--- src/rtl/fp_pkg.sv ---
// Shared definitions for the FP adder back-end normalise/round sequencer.
package fp_pkg;

  localparam int unsigned MW_DEF = 10;
  localparam int unsigned EW_DEF = 5;

  // Field positions inside the working mantissa {carry, hidden, frac, guard}
  localparam int unsigned CARRY  = MW_DEF + 2;
  localparam int unsigned HIDDEN = MW_DEF + 1;
  localparam int unsigned GUARD  = 0;

  typedef enum logic [2:0] {
    StIdle,
    StNorm,
    StLshift,
    StRound,
    StExpInc,
    StDone
  } state_e;

endpackage

--- src/rtl/fp_round_seq_if.sv ---
// Request/result bundle between the adder datapath and the round sequencer.
interface fp_round_seq_if #(
  parameter int unsigned MW = 10,
  parameter int unsigned EW = 5
);
  logic          start;
  logic [MW+2:0] raw_mant;
  logic          sticky;
  logic [EW-1:0] exp_in;
  logic          ready;
  logic          out_valid;
  logic [MW-1:0] frac_out;
  logic [EW-1:0] exp_out;
  logic          ovf;
  logic          zero;

  modport master (
    output start, raw_mant, sticky, exp_in,
    input  ready, out_valid, frac_out, exp_out, ovf, zero
  );

  modport slave (
    input  start, raw_mant, sticky, exp_in,
    output ready, out_valid, frac_out, exp_out, ovf, zero
  );
endinterface

--- src/rtl/add1toval.sv ---
// 10-bit conditional incrementer: y = a + en, carry out in y[10].
module add1toval (
  input  logic [9:0]  a_i,
  input  logic        en_i,
  output logic [10:0] y_o
);
  assign y_o = {1'b0, a_i} + {10'b0, en_i};
endmodule

--- src/rtl/fp_round_seq.sv ---
// Normalise / round-to-nearest-even / exponent fix-up sequencer sharing one incrementer.
module fp_round_seq
  import fp_pkg::*;
#(
  parameter int unsigned MW = MW_DEF,
  parameter int unsigned EW = EW_DEF
) (
  input logic          clk,
  input logic          rst_n,
  fp_round_seq_if.slave bus
);

  state_e        state_q, ret_q;
  logic [MW+2:0] m_q;
  logic          s_q;
  logic [EW-1:0] e_q;
  logic          ready_q, valid_q, ovf_q, zero_q;
  logic [MW-1:0] frac_q;
  logic [EW-1:0] exp_q;

  logic [MW-1:0] inc_a;
  logic          inc_en;
  logic [MW:0]   inc_y;
  logic          roundup;
  logic [MW+2:0] m_shl;
  logic [EW-1:0] e_dec, e_inc;

  assign roundup = m_q[GUARD] & (s_q | m_q[1]);
  assign m_shl   = {m_q[MW+1:0], 1'b0};
  assign e_dec   = e_q - 1'b1;
  assign e_inc   = inc_y[EW-1:0];

  // The incrementer is owned by ROUND or EXP_INC, never both in one cycle
  always_comb begin
    inc_a  = '0;
    inc_en = 1'b0;
    case (state_q)
      StRound: begin
        inc_a  = m_q[MW:1];
        inc_en = roundup;
      end
      StExpInc: begin
        inc_a  = MW'(e_q);
        inc_en = 1'b1;
      end
      default: ;
    endcase
  end

  add1toval u_inc (
    .a_i  (inc_a),
    .en_i (inc_en),
    .y_o  (inc_y)
  );

  always_ff @(posedge clk or negedge rst_n) begin
    if (!rst_n) begin
      state_q <= StIdle;
      ret_q   <= StRound;
      m_q     <= '0;
      s_q     <= 1'b0;
      e_q     <= '0;
      ready_q <= 1'b1;
      valid_q <= 1'b0;
      frac_q  <= '0;
      exp_q   <= '0;
      ovf_q   <= 1'b0;
      zero_q  <= 1'b0;
    end else begin
      valid_q <= 1'b0;
      case (state_q)
        StIdle, StDone: begin
          if (bus.start) begin
            m_q     <= bus.raw_mant;
            s_q     <= bus.sticky;
            e_q     <= bus.exp_in;
            state_q <= StNorm;
            ready_q <= 1'b0;
          end else begin
            state_q <= StIdle;
            ready_q <= 1'b1;
          end
        end
        StNorm: begin
          if (m_q == '0) begin
            frac_q  <= '0;
            exp_q   <= '0;
            ovf_q   <= 1'b0;
            zero_q  <= 1'b1;
            valid_q <= 1'b1;
            ready_q <= 1'b1;
            state_q <= StDone;
          end else if (m_q[CARRY]) begin
            m_q     <= m_q >> 1;
            s_q     <= s_q | m_q[GUARD];
            ret_q   <= StRound;
            state_q <= StExpInc;
          end else if (!m_q[HIDDEN]) begin
            state_q <= StLshift;
          end else begin
            state_q <= StRound;
          end
        end
        StLshift: begin
          m_q <= m_shl;
          e_q <= e_dec;
          if (m_shl[HIDDEN]) begin
            state_q <= StRound;
          end else if (e_dec == '0) begin
            // Exponent exhausted before normalising: flush to zero
            frac_q  <= '0;
            exp_q   <= '0;
            ovf_q   <= 1'b0;
            zero_q  <= 1'b1;
            valid_q <= 1'b1;
            ready_q <= 1'b1;
            state_q <= StDone;
          end
        end
        StRound: begin
          if (inc_y[MW]) begin
            m_q[MW:1] <= '0;
            ret_q     <= StDone;
            state_q   <= StExpInc;
          end else begin
            m_q[MW:1] <= inc_y[MW-1:0];
            frac_q    <= inc_y[MW-1:0];
            exp_q     <= e_q;
            ovf_q     <= 1'b0;
            zero_q    <= 1'b0;
            valid_q   <= 1'b1;
            ready_q   <= 1'b1;
            state_q   <= StDone;
          end
        end
        StExpInc: begin
          e_q <= e_inc;
          if (&e_inc) begin
            frac_q  <= '0;
            exp_q   <= e_inc;
            ovf_q   <= 1'b1;
            zero_q  <= 1'b0;
            valid_q <= 1'b1;
            ready_q <= 1'b1;
            state_q <= StDone;
          end else if (ret_q == StDone) begin
            frac_q  <= m_q[MW:1];
            exp_q   <= e_inc;
            ovf_q   <= 1'b0;
            zero_q  <= 1'b0;
            valid_q <= 1'b1;
            ready_q <= 1'b1;
            state_q <= StDone;
          end else begin
            state_q <= ret_q;
          end
        end
        default: begin
          state_q <= StIdle;
          ready_q <= 1'b1;
        end
      endcase
    end
  end

  assign bus.ready     = ready_q;
  assign bus.out_valid = valid_q;
  assign bus.frac_out  = frac_q;
  assign bus.exp_out   = exp_q;
  assign bus.ovf       = ovf_q;
  assign bus.zero      = zero_q;

endmodule

--- src/flat_wrapper.sv ---
// flat-port wrapper written by rule: the top's interface ports become plain ports
module fp_round_seq_flat import fp_pkg::*;
#(
  parameter int unsigned MW = MW_DEF,
  parameter int unsigned EW = EW_DEF
)
  (clk, rst_n, bus_start, bus_raw_mant, bus_sticky, bus_exp_in, bus_ready, bus_out_valid, bus_frac_out, bus_exp_out, bus_ovf, bus_zero);
  fp_round_seq_if #(.MW(MW), .EW(EW)) bus_i ();
  input logic clk;
  input logic rst_n;
  input wire logic [$bits(bus_i.start)-1:0] bus_start;
  input wire logic [$bits(bus_i.raw_mant)-1:0] bus_raw_mant;
  input wire logic [$bits(bus_i.sticky)-1:0] bus_sticky;
  input wire logic [$bits(bus_i.exp_in)-1:0] bus_exp_in;
  output wire logic [$bits(bus_i.ready)-1:0] bus_ready;
  output wire logic [$bits(bus_i.out_valid)-1:0] bus_out_valid;
  output wire logic [$bits(bus_i.frac_out)-1:0] bus_frac_out;
  output wire logic [$bits(bus_i.exp_out)-1:0] bus_exp_out;
  output wire logic [$bits(bus_i.ovf)-1:0] bus_ovf;
  output wire logic [$bits(bus_i.zero)-1:0] bus_zero;
  assign bus_i.start = bus_start;
  assign bus_i.raw_mant = bus_raw_mant;
  assign bus_i.sticky = bus_sticky;
  assign bus_i.exp_in = bus_exp_in;
  assign bus_ready = bus_i.ready;
  assign bus_out_valid = bus_i.out_valid;
  assign bus_frac_out = bus_i.frac_out;
  assign bus_exp_out = bus_i.exp_out;
  assign bus_ovf = bus_i.ovf;
  assign bus_zero = bus_i.zero;
  fp_round_seq #(.MW(MW), .EW(EW)) u_core (.clk(clk), .rst_n(rst_n), .bus(bus_i));
endmodule
--- config.mk ---
export PLATFORM = sky130hd
export DESIGN_NAME = fp_round_seq_flat
export DESIGN_NICKNAME = d
export VERILOG_FILES = /design/src/rtl/fp_pkg.sv /design/src/rtl/fp_round_seq_if.sv /design/src/rtl/add1toval.sv /design/src/rtl/fp_round_seq.sv /design/src/flat_wrapper.sv
export SDC_FILE = /design/constraint.sdc
export NUM_CORES = 1
export LEC_CHECK = 0
export ABC_AREA = 1
export BUFFER_PORTS_ARGS = -buffer_cell sky130_fd_sc_hd__buf_2
export CAP_MARGIN = 20
export CORE_MARGIN = 4
export CORE_UTILIZATION = 40
export CTS_CLUSTER_SIZE = 10
export DETAILED_ROUTE_END_ITERATION = 12
export GPL_ROUTABILITY_DRIVEN = 0
export SLEW_MARGIN = 20
export SYNTH_ARGS = -nofsm -noshare
export SYNTH_HDL_FRONTEND = slang
export SYNTH_HIERARCHICAL = 1
export SYNTH_SLANG_ARGS = --single-unit
--- constraint.sdc ---
create_clock -name clk -period 3.26 [get_ports clk]
set_input_delay 0.326 -clock clk [delete_from_list [all_inputs] [get_ports clk]]
set_output_delay 0.326 -clock clk [all_outputs]
set_load 0.02 [all_outputs]
After elaboration in Yosys (flattened, before gate mapping)
Cells that the tools add are included.
{"block": "classes", "reduce_logical": 19, "bitwise_logic": 3, "muxes": 67, "mul": 0, "addsub": 2, "n_lt_le_gt_ge": 0, "eq_ne": 16, "div_mod_pow": 0, "shifts": 0}
{"cell": "$pmux W10 S4", "n": 2}
{"cell": "$mux W10", "n": 7}
{"cell": "$mux W5", "n": 7}
{"cell": "$mux W3", "n": 9}
{"cell": "$mux W1", "n": 26}
{"cell": "$mux W13", "n": 2}
{"cell": "$pmux W10 S2", "n": 1}
{"cell": "$pmux W5 S4", "n": 1}
{"cell": "$reduce_and A4 Y1", "n": 4}
{"cell": "$pmux W3 S5", "n": 1}
{"cell": "$pmux W5 S3", "n": 1}
{"cell": "$logic_not A13 Y1", "n": 1}
{"cell": "$mux W12", "n": 1}
{"cell": "$pmux W1 S4", "n": 3}
{"cell": "$add A10 B1 Y11", "n": 1}
{"cell": "$reduce_and A5 Y1", "n": 2}
{"cell": "$eq A3 B3 Y1 const B", "n": 3}
{"cell": "$ne A2 B1 Y1 const B", "n": 4}
{"cell": "$ne A2 B2 Y1 const B", "n": 4}
{"cell": "$reduce_bool A4 Y1", "n": 2}
{"cell": "$eq A3 B2 Y1 const B", "n": 2}
{"cell": "$ne A3 B1 Y1 const B", "n": 2}
{"cell": "$pmux W2 S3", "n": 1}
{"cell": "$pmux W3 S2", "n": 1}
{"cell": "other kinds (15)", "n": 19}
{"block": "word_totals", "ramBits": 0, "input_bits": 22, "memories": 0, "elab_cells": 120, "out_inout_bits": 19, "latch_bits": 0, "regBits": 44, "mem_bits_ro": 0}

Depth between registers and ports, before layout
{"block": "depth", "word_depth": 7, "depth_mapped": 19, "ltp_nobuf": 17}

Modules after synthesis
The synthesis kept the hierarchy.
{"mod": "fp_round_seq", "area_per_inst_um2": 2640.0, "seq_area_each_um2": 1078.5, "n_inst": 1, "cells_each": 375}
{"mod": "add1toval", "area_per_inst_um2": 239.0, "seq_area_each_um2": 0.0, "n_inst": 1, "cells_each": 48}

Least setup slack after synthesis
OpenSTA, ideal clock, no wires.
{"block": "synth_timing", "kind": "register -> register", "startpoint": "register u_core.state_q[0]", "endpoint": "register u_core.state_q[1]", "slack_ns": 0.347, "n_path_buf": 3, "required_time_ns": 3.128, "stages_incl_launch_ff": 16, "setup_time_ns": 0.132, "arrival_ns": 2.781, "synth_period_minus_slack_ns": 2.913, "cell_sequence": "dfrtp_1 -> nand3_1 -> clkbuf_1 -> clkbuf_1 -> o22ai_1 -> ha_1 -> ha_1 -> nand2_1 -> nor2_2 -> xor2_1 -> nand3_1 -> nor2_1 -> clkbuf_1 -> nor2_1 -> nand2_1 -> nand4_1"}
{"block": "synth_via", "elab_chain_cells": 6, "word_cells_on_any_way": 14, "classes_between": "add/sub (1); eq/ne (6); mux (4); reduce/logical (3)"}
{"item": "start: declaration", "line": "fp_round_seq.sv:13", "rtl": "state_e state_q, ret_q;"}
{"item": "start signal: assignment", "line": "fp_round_seq.sv:58", "rtl": "state_q <= StIdle;"}
{"item": "start signal: assignment", "line": "fp_round_seq.sv:77", "rtl": "state_q <= StNorm;"}
{"item": "start signal: assignment", "line": "fp_round_seq.sv:80", "rtl": "state_q <= StIdle;"}
{"item": "$eq A3 B3 Y1 / $eq A3 B2 Y1 (equally long branches)", "line": "fp_round_seq.sv:37", "rtl": "case (state_q)"}
{"item": "$pmux W10 S2 (*)", "line": "fp_round_seq.sv:37"}
{"item": "via u_core.inc_a[0]", "line": "fp_round_seq.sv:21", "rtl": "logic [MW-1:0] inc_a;"}
{"item": "$add A10 B1 Y11 (*)", "line": "add1toval.sv:7", "rtl": "assign y_o = {1'b0, a_i} + {10'b0, en_i};"}
{"item": "via u_core.inc_y[4]", "line": "fp_round_seq.sv:23", "rtl": "logic [MW:0] inc_y;"}
{"item": "$reduce_and A5 Y1 (*)", "line": "fp_round_seq.sv:138", "rtl": "if (&e_inc) begin"}
{"item": "$mux W3 (*)", "line": "fp_round_seq.sv:138"}
{"item": "$pmux W3 S5 (*)", "line": "fp_round_seq.sv:71", "rtl": "case (state_q)"}
Mark *: on every way through the listed nets, which the timed path passes. The rest lies on a longest branch.
A chain may end at the register's enable or synchronous reset.

Worst setup path after layout
{"block": "layout_timing", "startpoint": "register u_core.state_q[1]", "endpoint": "register u_core.frac_q[5] (netlist: u_core/bus.frac_out[5])"}
{"block": "layout_via", "elab_chain_cells": 6, "word_cells_on_any_way": 18, "classes_between": "add/sub (1); eq/ne (9); mux (5); reduce/logical (3)"}
{"item": "$eq A3 B3 Y1 / $eq A3 B2 Y1 (equally long branches)", "line": "fp_round_seq.sv:37"}
{"item": "$pmux W10 S2 (*)", "line": "fp_round_seq.sv:37"}
{"item": "via u_core.inc_a[2]", "line": "fp_round_seq.sv:21"}
{"item": "$add A10 B1 Y11 (*)", "line": "add1toval.sv:7"}
{"item": "via u_core.inc_y[4]", "line": "fp_round_seq.sv:23"}
{"item": "$reduce_and A5 Y1 (*)", "line": "fp_round_seq.sv:138"}
{"item": "$ne A3 B1 Y1 (no line) / $mux W10 (equally long branches)"}
{"item": "$reduce_and A6 Y1 (no line) / $pmux W10 S4 (equally long branches)"}
{"item": "end signal: assignment", "line": "fp_round_seq.sv:127", "rtl": "frac_q <= inc_y[MW-1:0];"}
{"item": "end signal: assignment", "line": "fp_round_seq.sv:147", "rtl": "frac_q <= m_q[MW:1];"}
{"item": "end: declaration", "line": "fp_round_seq.sv:18", "rtl": "logic [MW-1:0] frac_q;"}
Mark *: on every way through the listed nets, which the timed path passes. The rest lies on a longest branch. The select of a mux whose other input is x is not followed.

==> results_dict.tcl <==
set metrics [dict create \
    htree_num_levels 2 \
    power.density_nw_per_um2 879.4 \
    multiInputGateArea_um2 1530 \
    p_leak_uw 0.001675 \
    clock_latency_ps 290 \
    slew_viol_final 0 \
    grt-ovfl-total 0 \
    final_common_cell "nand2_1" \
    drive_gt1_frac 0.1710 \
    timing.critical_path.cells "nor2_1 -> nand2_1 -> buf_4 -> o22ai_1 -> nand2_1 -> nor2_2 -> xor2_1 -> nand3_1 -> o22ai_1 -> and2_4 -> nor2_8 -> nand2_4 -> nand2_1 -> nand2_1" \
    holdWs_ps 13.76 \
    initial_core_util 0.4168 \
    yosysUniqueCellTypes 34 \
    rows 30 \
    ir_drop_mv 0.3450 \
    cts_sinks 43 \
    cp_max_fo 17 \
    cts_inserted_buffers 5 \
    seqCellArea_um2 1079 \
    finalCritPeriodShare 0.9109 \
    synth-seq-area-share 0.3746 \
    drc 0 \
    insertedDiodeCount 0 \
    cp_slowest_cell "dfrtp_1" \
    die_w_um 92.84 \
    via_per_inst 5.220 \
    die_y_um 92.84 \
    avgSynthCellArea_um2 6.806 \
    syn2layout_area_growth_pct 13.21 \
    setup_slack_ps 290.4 \
    io_pins 41 \
    first_pass_iters 7 \
    grt_max_degree 44 \
    path_class "flip-flop to flip-flop" \
    port_buffers 40 \
    layout_common_cells "nand2_1 (133), inv_1 (46), nor2_1 (41), dfrtp_1 (41), buf_2 (39)" \
    cp_common_cell "nand2_1" \
    finalNetCount 488 \
    fin_util 0.4719 \
    core_area_um2 6907 \
    synth_top_flop_cell "dfrtp_1" \
    grt_pass1_vias 2730 \
    status "complete, no violations" \
    max_stage_delay_ps 460 \
    cp.arrival_ps 3200 \
    cts_setup_buffers 0 \
    cts_tree "built" \
    endpoint_kind "flip-flop" \
    grt_first_pass_wirelength_um 13210 \
    die_area_um2 8619 \
    finalSetupViolations 0 \
    synth_cells 423 \
    min_path_type "primary input to asynchronous set/reset pin" \
    cts_hold_buf 0 \
    fillCellCount 770 \
    maxCapViolCount 0 \
    yosysWarnings 6 \
    ys_seq_elements 43 \
    finalCriticalPeriod_ps 2970 \
    async_reset_ff_frac 1.000 \
    wl_per_cell_um 13.95 \
    required_ps 3490 \
    cts_max_path_buffers 2 \
    place_hpwl_um 5927 \
    fin_skew_ps 7.693 \
    synth_nets 449 \
    drtIter0Drc 171 \
    routed_wl_um 7785 \
    synth.cell_area_um2 2879 \
    antenna_found_initial 0 \
    gr-usage-all-layers 0.1919 \
    synth_edf_count 0 \
    vias 2913 \
    root_buffer "clkbuf_8" \
    worst_slew_pin_slew_ps 564.1 \
    relSlewSlack 0.6240 \
    cts.clk_slew.worst_paths_ps 80 \
    critPathLaunchType "flip-flop" \
    dp_slack_ps 289.9 \
    hold_viol_final 0 \
    max_freq_mhz 336.7 \
    ant_nets 0 \
]
per-layer routing:
metal  GRT usage  vias to the layer above  wire length [µm]
li1            -                     1459                 -
met1      0.2761                     1352              3835
met2      0.2939                       91              3407
met3     0.03493                       11               447
met4     0.05372                        0                94
met5           0                        -                 0
final timing paths:
kind / start / to / slack [ps] / cells past startpoint
worst max-delay path: u_core/state_q[1]$_DFFE_PN0P_ / u_core/bus.frac_out[5]$_DFFE_PN0P_ / 290 / 14
worst min-delay path: rst_n / u_core/bus.out_valid$_DFF_PN0_ / 10 / 1
worst max register to register: u_core/state_q[1]$_DFFE_PN0P_ / u_core/bus.frac_out[5]$_DFFE_PN0P_ / 290 / 14
worst min register to register: u_core/bus.ready$_DFFE_PN1P_ / u_core/bus.ready$_DFFE_PN1P_ / 460 / 2
max in group asynchronous: rst_n / u_core/ret_q[1]$_DFFE_PN1P_ / 2850 / 1
min in group clk: bus_sticky / u_core/s_q$_DFFE_PN0P_ / 270 / 3
state kept, by name (all words and copies together), names as in the netlist:
name	count
u_core/e_q	5
u_core/s_q	1
u_core/ret_q	2
u_core/bus.frac_out	10
u_core/bus.zero	1
u_core/bus.ready	1
u_core/bus.exp_out	5
u_core/bus.ovf	1
u_core/m_q	13
u_core/state_q	3
u_core/bus.out_valid	1
stage by stage:
step                instances  total power [µW]  TNS [ps]  instance area, µm²
finish                    558              2866         0                3259
global route              558              3138    -5.234                3259
CTS                       558              2862         0                3249
detailed placement        551              2536         0                3173
global placement          551              2527         0                3173
floorplan                 423              2091         0                2879
layout make-up:
type	count	area share
clock buffer	7	0.02342
multi-input combinational	310	0.4695
tap	96	0.03685
sequential	43	0.3309
timing repair buffer	45	0.07370
inverter	57	0.06564
synthesized netlist by cell type (all sizes together) (5+ instances only):
| cell | number | area (µm²) |
|---|---|---|
| nor2 | 46 | 201.4 |
| inv | 57 | 214.0 |
| nand2 | 136 | 523.0 |
| nand3 | 35 | 190.2 |
| buf | 5 | 33.78 |
| dfrtp | 41 | 1026 |
| o22ai | 8 | 50.05 |
| a21oi | 8 | 40.04 |
| clkbuf | 8 | 30.03 |
| o211ai | 6 | 45.04 |
| nand4 | 6 | 52.55 |
| o21ai | 41 | 209.0 |
| o31ai | 8 | 60.06 |
report_power, final:
| part | switching, µW | internal [µW] |
|---|---|---|
| clock | 171 | 148 |
| combinational | 1120 | 503 |
| sequential | 157 | 763 |
cells by family (layout without fill, tap and decap cells):
| group | after synthesis | after routing | share of synthesized area |
|---|---|---|---|
| xor gates and xnor gates | 2 | 2 | 0.006085 |
| buffers and inverters | 70 | 109 | 0.09648 |
| AOI/OAI and AO/OA | 79 | 79 | 0.1643 |
| adders and majority gates | 4 | 4 | 0.01738 |
| DFF | 43 | 43 | 0.3746 |
| and+or+nand+nor | 225 | 225 | 0.3412 |
timing repair:
item,4_1_cts,5_1_grt
endpoints found under the hold margin,0,0
setup endpoints to repair,0,15
gates resized for setup,0,2
worst max-delay path, delay by kind of cell (launching register included):
family	cells	cell delay [ps]
AND/OR/NAND/NOR	10	1420
flip-flops	1	460
AO/OA/AOI/OAI	2	420
XOR/XNOR	1	330
buffers and inverters	1	270
(Power assumes the default switching activity.)
